File: src/rtl/vga_cfg_ctrl.sv
// ---------------------------------------------------------------------------
// vga_cfg_ctrl
//
// Register-file front end for the VGA pixel path. Accepts decoded
// (address, data, valid) entries from the UART frame decoder, writes 4-bit
// fields into a shadow register set, and transfers the shadow set to the
// active configuration either immediately or at the next frame boundary.
// The timing/pixel generator therefore never sees a half-updated
// configuration in the middle of a frame.
//
// Build option:
//   VGA_CFG_AUTO_COMMIT_EN - when defined, every accepted shadow write
//                            (addresses 0-7) and LOAD_DEFAULTS also request
//                            a frame-boundary commit.
//
// Ports:
//   clk        in   system clock, rising edge
//   rst        in   asynchronous reset, active low
//   address    in   [3:0] decoded register address
//   data       in   [3:0] decoded register data
//   valid      in   decoder entry valid (held until ack or decoder timeout)
//   frame_end  in   one-cycle pulse at start of vertical blank
//   ack        out  one-cycle acknowledge to the decoder
//   fg_color   out  [11:0] active foreground {r,g,b}
//   bg_color   out  [11:0] active background {r,g,b}
//   mode       out  [3:0] active display mode
//   scale      out  [3:0] active pixel scale
//   pending    out  frame-boundary commit requested, not yet applied
//   err        out  sticky flag: write to an unmapped address was seen
//
// Address map:
//   0/1/2 fg r/g/b, 3/4/5 bg r/g/b, 6 mode, 7 scale  (shadow writes)
//   8 COMMIT_VSYNC, 9 COMMIT_NOW, 10 CLEAR_ERR, 15 LOAD_DEFAULTS
//   11-14 unmapped (sets err, still acknowledged)
// ---------------------------------------------------------------------------
module vga_cfg_ctrl #(
  parameter logic [11:0] DEF_FG    = 12'hFFF,
  parameter logic [11:0] DEF_BG    = 12'h000,
  parameter logic [3:0]  DEF_MODE  = 4'h0,
  parameter logic [3:0]  DEF_SCALE = 4'h1
) (
  input  logic        clk,
  input  logic        rst,
  input  logic [3:0]  address,
  input  logic [3:0]  data,
  input  logic        valid,
  input  logic        frame_end,
  output logic        ack,
  output logic [11:0] fg_color,
  output logic [11:0] bg_color,
  output logic [3:0]  mode,
  output logic [3:0]  scale,
  output logic        pending,
  output logic        err
);

`ifdef VGA_CFG_AUTO_COMMIT_EN
  localparam bit AUTO_COMMIT = 1'b1;
`else
  localparam bit AUTO_COMMIT = 1'b0;
`endif

  // Register fields packed as eight nibbles; field n lives at [4n +: 4],
  // so the register address indexes the field directly.
  localparam logic [31:0] DEFAULTS = {
    DEF_SCALE,
    DEF_MODE,
    DEF_BG[3:0], DEF_BG[7:4], DEF_BG[11:8],
    DEF_FG[3:0], DEF_FG[7:4], DEF_FG[11:8]
  };

  localparam logic [3:0] CMD_COMMIT_VSYNC  = 4'd8;
  localparam logic [3:0] CMD_COMMIT_NOW    = 4'd9;
  localparam logic [3:0] CMD_CLEAR_ERR     = 4'd10;
  localparam logic [3:0] CMD_LOAD_DEFAULTS = 4'd15;

  typedef enum logic {
    IDLE = 1'b0,
    HOLD = 1'b1
  } state_t;

  state_t      state_q,   state_d;
  logic        ack_q,     ack_d;
  logic [31:0] shadow_q,  shadow_d;
  logic [31:0] active_q,  active_d;
  logic        pending_q, pending_d;
  logic        err_q,     err_d;

  logic        frame_commit;

  always_comb begin
    state_d      = state_q;
    ack_d        = 1'b0;
    shadow_d     = shadow_q;
    active_d     = active_q;
    pending_d    = pending_q;
    err_d        = err_q;

    // Frame commit is evaluated first and always copies the pre-edge shadow;
    // an entry executed at the same edge may then override pending or
    // active (COMMIT_VSYNC re-arms, COMMIT_NOW copies the same shadow).
    frame_commit = frame_end && pending_q;
    if (frame_commit) begin
      active_d  = shadow_q;
      pending_d = 1'b0;
    end

    unique case (state_q)
      IDLE: begin
        if (valid) begin
          ack_d   = 1'b1;
          state_d = HOLD;
          if (address[3] == 1'b0) begin
            shadow_d[{address[2:0], 2'b00} +: 4] = data;
            if (AUTO_COMMIT) begin
              pending_d = 1'b1;
            end
          end else begin
            unique case (address)
              CMD_COMMIT_VSYNC: pending_d = 1'b1;
              CMD_COMMIT_NOW: begin
                active_d  = shadow_q;
                pending_d = 1'b0;
              end
              CMD_CLEAR_ERR: err_d = 1'b0;
              CMD_LOAD_DEFAULTS: begin
                shadow_d = DEFAULTS;
                if (AUTO_COMMIT) begin
                  pending_d = 1'b1;
                end
              end
              default: err_d = 1'b1;
            endcase
          end
        end
      end
      HOLD: begin
        // Wait for the decoder to release valid so one entry executes once.
        if (!valid) begin
          state_d = IDLE;
        end
      end
      default: state_d = IDLE;
    endcase
  end

  always_ff @(posedge clk or negedge rst) begin
    if (!rst) begin
      state_q   <= IDLE;
      ack_q     <= 1'b0;
      shadow_q  <= DEFAULTS;
      active_q  <= DEFAULTS;
      pending_q <= 1'b0;
      err_q     <= 1'b0;
    end else begin
      state_q   <= state_d;
      ack_q     <= ack_d;
      shadow_q  <= shadow_d;
      active_q  <= active_d;
      pending_q <= pending_d;
      err_q     <= err_d;
    end
  end

  assign ack      = ack_q;
  assign fg_color = {active_q[3:0],   active_q[7:4],   active_q[11:8]};
  assign bg_color = {active_q[15:12], active_q[19:16], active_q[23:20]};
  assign mode     = active_q[27:24];
  assign scale    = active_q[31:28];
  assign pending  = pending_q;
  assign err      = err_q;

endmodule

File: config.mk
export PLATFORM = sky130hd
export DESIGN_NAME = vga_cfg_ctrl
export DESIGN_NICKNAME = d
export VERILOG_FILES = /design/src/rtl/vga_cfg_ctrl.sv
export SDC_FILE = /design/constraint.sdc
export NUM_CORES = 1
export LEC_CHECK = 0
export BUFFER_PORTS_ARGS = -buffer_cell sky130_fd_sc_hd__buf_4
export CAP_MARGIN = 15
export CORE_MARGIN = 2
export CORE_UTILIZATION = 55
export CTS_BUF_LIST = sky130_fd_sc_hd__clkbuf_4
export DETAILED_ROUTE_END_ITERATION = 6
export GPL_ROUTABILITY_DRIVEN = 0
export PLACE_DENSITY = 0.81
export SETUP_SLACK_MARGIN = 0.2
export SLEW_MARGIN = 20
export SYNTH_ARGS = -nofsm -noshare
export SYNTH_HDL_FRONTEND = slang
export SYNTH_SLANG_ARGS = --single-unit
File: constraint.sdc
create_clock -name clk -period 3.45 [get_ports clk]
set_input_delay 0.8625 -clock clk [delete_from_list [all_inputs] [get_ports clk]]
set_output_delay 0.8625 -clock clk [all_outputs]
set_load 0.05 [all_outputs]
After elaboration in Yosys (flattened, before gate mapping)
Index checks and enable logic that the tools add are counted.
{"block": "op_classes", "n_eq_ne": 5, "add_sub_neg": 1, "n_reduce_logical": 4, "muxes": 16, "n_bitwise": 2, "shift": 2}
{"cell": "32-bit 2-to-1 mux", "count": 7}
{"cell": "32-bit bitwise mux", "count": 1}
{"cell": "4-bit by 7-bit variable shift with 32-bit output, first input constant", "count": 1}
{"cell": "4-bit by 7-bit variable part select with 32-bit output", "count": 1}
{"cell": "4-bit equality test, second input constant", "count": 4}
{"cell": "5-bit negator with 7-bit output", "count": 1}
{"cell": "1-bit 2-to-1 mux", "count": 6}
{"cell": "1-bit one-hot mux with 2 select lines", "count": 2}
{"cell": "4-bit AND reduction", "count": 1}
{"cell": "3-bit AND reduction", "count": 1}
{"cell": "3-bit OR reduction", "count": 1}
{"cell": "2-bit by 1-bit inequality test with 1-bit output, second input constant", "count": 1}
{"cell": "1-bit NOT", "count": 2}
{"cell": "1-bit logical AND", "count": 1}
{"block": "totals", "regBits": 68, "in_bits": 12, "out_inout_bits": 35, "elab_cells": 36}

Depth between registers and ports, before layout
{"block": "depth", "word_depth": 6, "ltp_mapped": 8, "depth_no_buf": 7}

Worst setup path before layout
OpenSTA, ideal clock, no wires.
{"block": "synth_path", "path_type": "input -> register", "start": "in address[0]", "end": "reg shadow_q[12]", "t_required_ns": 3.367, "arrival_time_ns": 2.492, "path_stages": 7, "slack_ns": 0.876, "setup_time_ns": 0.083, "cell_sequence": "inv_1 -> ha_1 -> ha_1 -> clkbuf_1 -> nor3b_2 -> mux2_1 -> o22ai_1"}
{"block": "synth_via", "elab_chain_cells": 4, "word_cells_on_any_way": 8}
{"item": "start: declaration", "line": "44", "source": "input logic [3:0] address,"}
{"item": "5-bit negator with 7-bit output", "line": "114", "source": "shadow_d[{address[2:0], 2'b00} +: 4] = data;"}
{"item": "4-bit by 7-bit variable part select with 32-bit output or 4-bit by 7-bit variable shift with 32-bit output (tied branches)", "line": "114"}
{"item": "32-bit bitwise mux", "line": "114"}
{"item": "32-bit 2-to-1 mux", "line": "113", "source": "if (address[3] == 1'b0) begin"}
{"item": "end signal: assignment", "line": "158", "source": "shadow_q <= shadow_d;"}
{"item": "end: declaration", "line": "84", "source": "logic [31:0] shadow_q, shadow_d;"}
Parallel ways exist; a longest one is shown, timed or not.
A chain may end at the register's enable or synchronous reset.

Worst setup path in the final report
Same ends and word-level chain as after synthesis.

==> flow_summary.ini <==
[cells_and_area]
syn2layout_area_growth_pct = 15.8
antennaDiodeCount = 0
final_common_cell = buf_4
drive_above_1_share = 0.397
final_cell_mix = 46 x buf_4, 42 x dfrtp_1, 29 x mux2_2
fin_nets = 328
final_cell_area_um2 = 3640

[synth]
avgSynthCellArea_um2 = 11.8
synth_edf_count = 0
yosys_warnings = 0
yosysSeqAreaShare = 0.552
yosys_most_used_dff = dfrtp_1
synthesis.nets = 284
synth_seq_cells = 68
netlist_area_um2 = 3140
async_flop_share = 1.00
synth_cells = 266
synth.distinct_cells = 41

[cts]
ctsHoldBuffers = 0
cts_setup_buffers = 0
insertion_delay_ns = 0.41
htree_levels = 3
cts_buffer_depth = 2
cts_resized = 0
clk_pin_slew_ns = 0.10
numCtsBuffers = 9
root_buffer = clkbuf_4
cts_tree = built
cts_num_sinks = 68

[setup_path]
cp-start-kind = primary input
r2r-end = active_q[20]$_DFF_PN0_
crit_type = primary input to register
rrSetupSlack_ns = 1.26
worst_r2r_path_depth = 6
crit_path_max_incr_delay_ns = 0.47
crit_chain = buf_4, inv_1, ha_1, ha_1, nor3b_2, mux2_1, o22ai_1
crit_arrival_ns = 2.74
worstPathMaxFanout = 9
required_ns = 3.77
path_common_cell = ha_1
endpoint_kind = register
r2r-start = state_q$_DFF_PN0_
critPathSlowestCell = ha_1

[floorplan]
die_y_um = 79.6
start_util = 0.571
die_x_um = 79.6
core.rowCount = 27
core_area_um2 = 5510
dieArea_um2 = 6340
io_pins = 47

[placed_design]
placed_area_um2 = 3510
numPortBuffers = 46
place_ws_ns = 0.632
dp_hpwl_mm = 4.18

[global_route]
grt_max_degree = 69
grt_pass1_wl_mm = 10.3
grt_usage = 0.215
grt_pass1_vias = 2093
antenna_found_initial = 0
gr-total-overflow = 0

[hold_path]
hold_depth = 1
hold_path.class = register to register
hp-start = active_q[16]$_DFF_PN0_
min_to = active_q[16]$_DFF_PN0_

[route]
vias = 2214
via_per_inst = 5.72
wl_mm = 6.25
drtIter0Drc = 168
drt-pass1-iter-count = 4
wl_per_cell_um = 16.1
drc = 0
ant_nets = 0

[sta]
fmax_ghz = 0.414
rsz0062_at_grt = false
final.setup.tns_ns = 0
worstMarginPinSlew_ns = 0.855
setup_slack_ns = 1.04
maxSlewViolCount = 0
slew_headroom = 0.430
period_needed_ns = 2.41
hold_slack_ns = 0.508
post-route-period-util = 0.700
skew_ns = 0.0135
hold_viol_final = 0
setup_viol = 0

[outcome]
outcome = finished clean

[power_and_ir_drop]
irDropWorstVdd_uv = 555
power_density_nw_per_um2 = 710
finalPower_mw = 2.58
p_leak_nw = 1.64

[job]
max_cap_viol_count = 0
[cell usage after synthesis, drive strengths merged (4+ instances only)]
library cell | instances | area share
mux2i | 14 | 0.045
ha | 6 | 0.024
inv | 6 | 0.0080
nor2 | 21 | 0.025
and2 | 5 | 0.010
dfrtp | 42 | 0.33
clkbuf | 7 | 0.0084
mux2 | 33 | 0.12
nand2 | 22 | 0.026
a31oi | 4 | 0.0080
nor4 | 11 | 0.022
buf | 7 | 0.019
a211oi | 4 | 0.0096
o21ai | 16 | 0.025
dfstp | 26 | 0.22
nor3 | 15 | 0.025
[metal layers]
metal  track usage  up-vias  routed length, um
met3        0.0554       11                344
met2         0.324       70               2910
met1         0.300     1092               2880
met5             0        -                  0
met4        0.0810        0                110
li1              -     1041                  -
[where the power goes]
group | internal [mW] | switching [mW]
combinational | 0.323 | 0.656
sequential | 1.01 | 0.106
clock | 0.211 | 0.273
[critical path: cells and delay by family]
kind / cells / cell delay (ns)
adders and majority gates: 2 / 0.73
muxes: 1 / 0.37
buffers and inverters: 2 / 0.20
and+or+nand+nor: 1 / 0.45
AOI/OAI and AO/OA: 1 / 0.13
[registers in the layout, indices dropped and copies added, names as in the netlist]
name	count
shadow_q	32
ack	1
active_q	32
state_q	1
pending	1
err	1
[how the worst max path moves through the flow]
stage,from,end
finish,address[0],shadow_q[12]$_DFFE_PN0P_
global route,address[0],shadow_q[12]$_DFFE_PN0P_
floorplan,address[0],shadow_q[12]$_DFFE_PN0P_
CTS,address[0],shadow_q[12]$_DFFE_PN0P_
global placement,address[0],shadow_q[12]$_DFFE_PN0P_
detailed placement,valid,active_q[12]$_DFF_PN0_
[cells by family (layout without fill, tap and decap cells)]
family                   after synthesis  in the layout  share of synthesized area
AO/OA/AOI/OAI                         36             36                     0.0788
flip-flops                            68             68                      0.552
multiplexers                          47             47                      0.163
buffers and inverters                 20             69                     0.0350
AND/OR/NAND/NOR                       89             89                      0.148
adder cells (fa/ha/maj)                6              6                     0.0239
[through the flow]
step                utilization  std cells
floorplan                     -        266
global placement          0.638        371
detailed placement        0.638        371
CTS                       0.661        387
global route              0.661        387
finish                    0.661        387
[cell type report]
type / instances / area (um^2)
Sequential cell: 68 / 1730
Tap cell: 72 / 90.1
Inverter: 6 / 25.0
Clock buffer: 9 / 67.6
Fill cell: 445 / 1870
Timing Repair Buffer: 47 / 365
Multi-Input combinational cell: 178 / 1300
Clock inverter: 7 / 57.6
(Power assumes the default switching activity.)
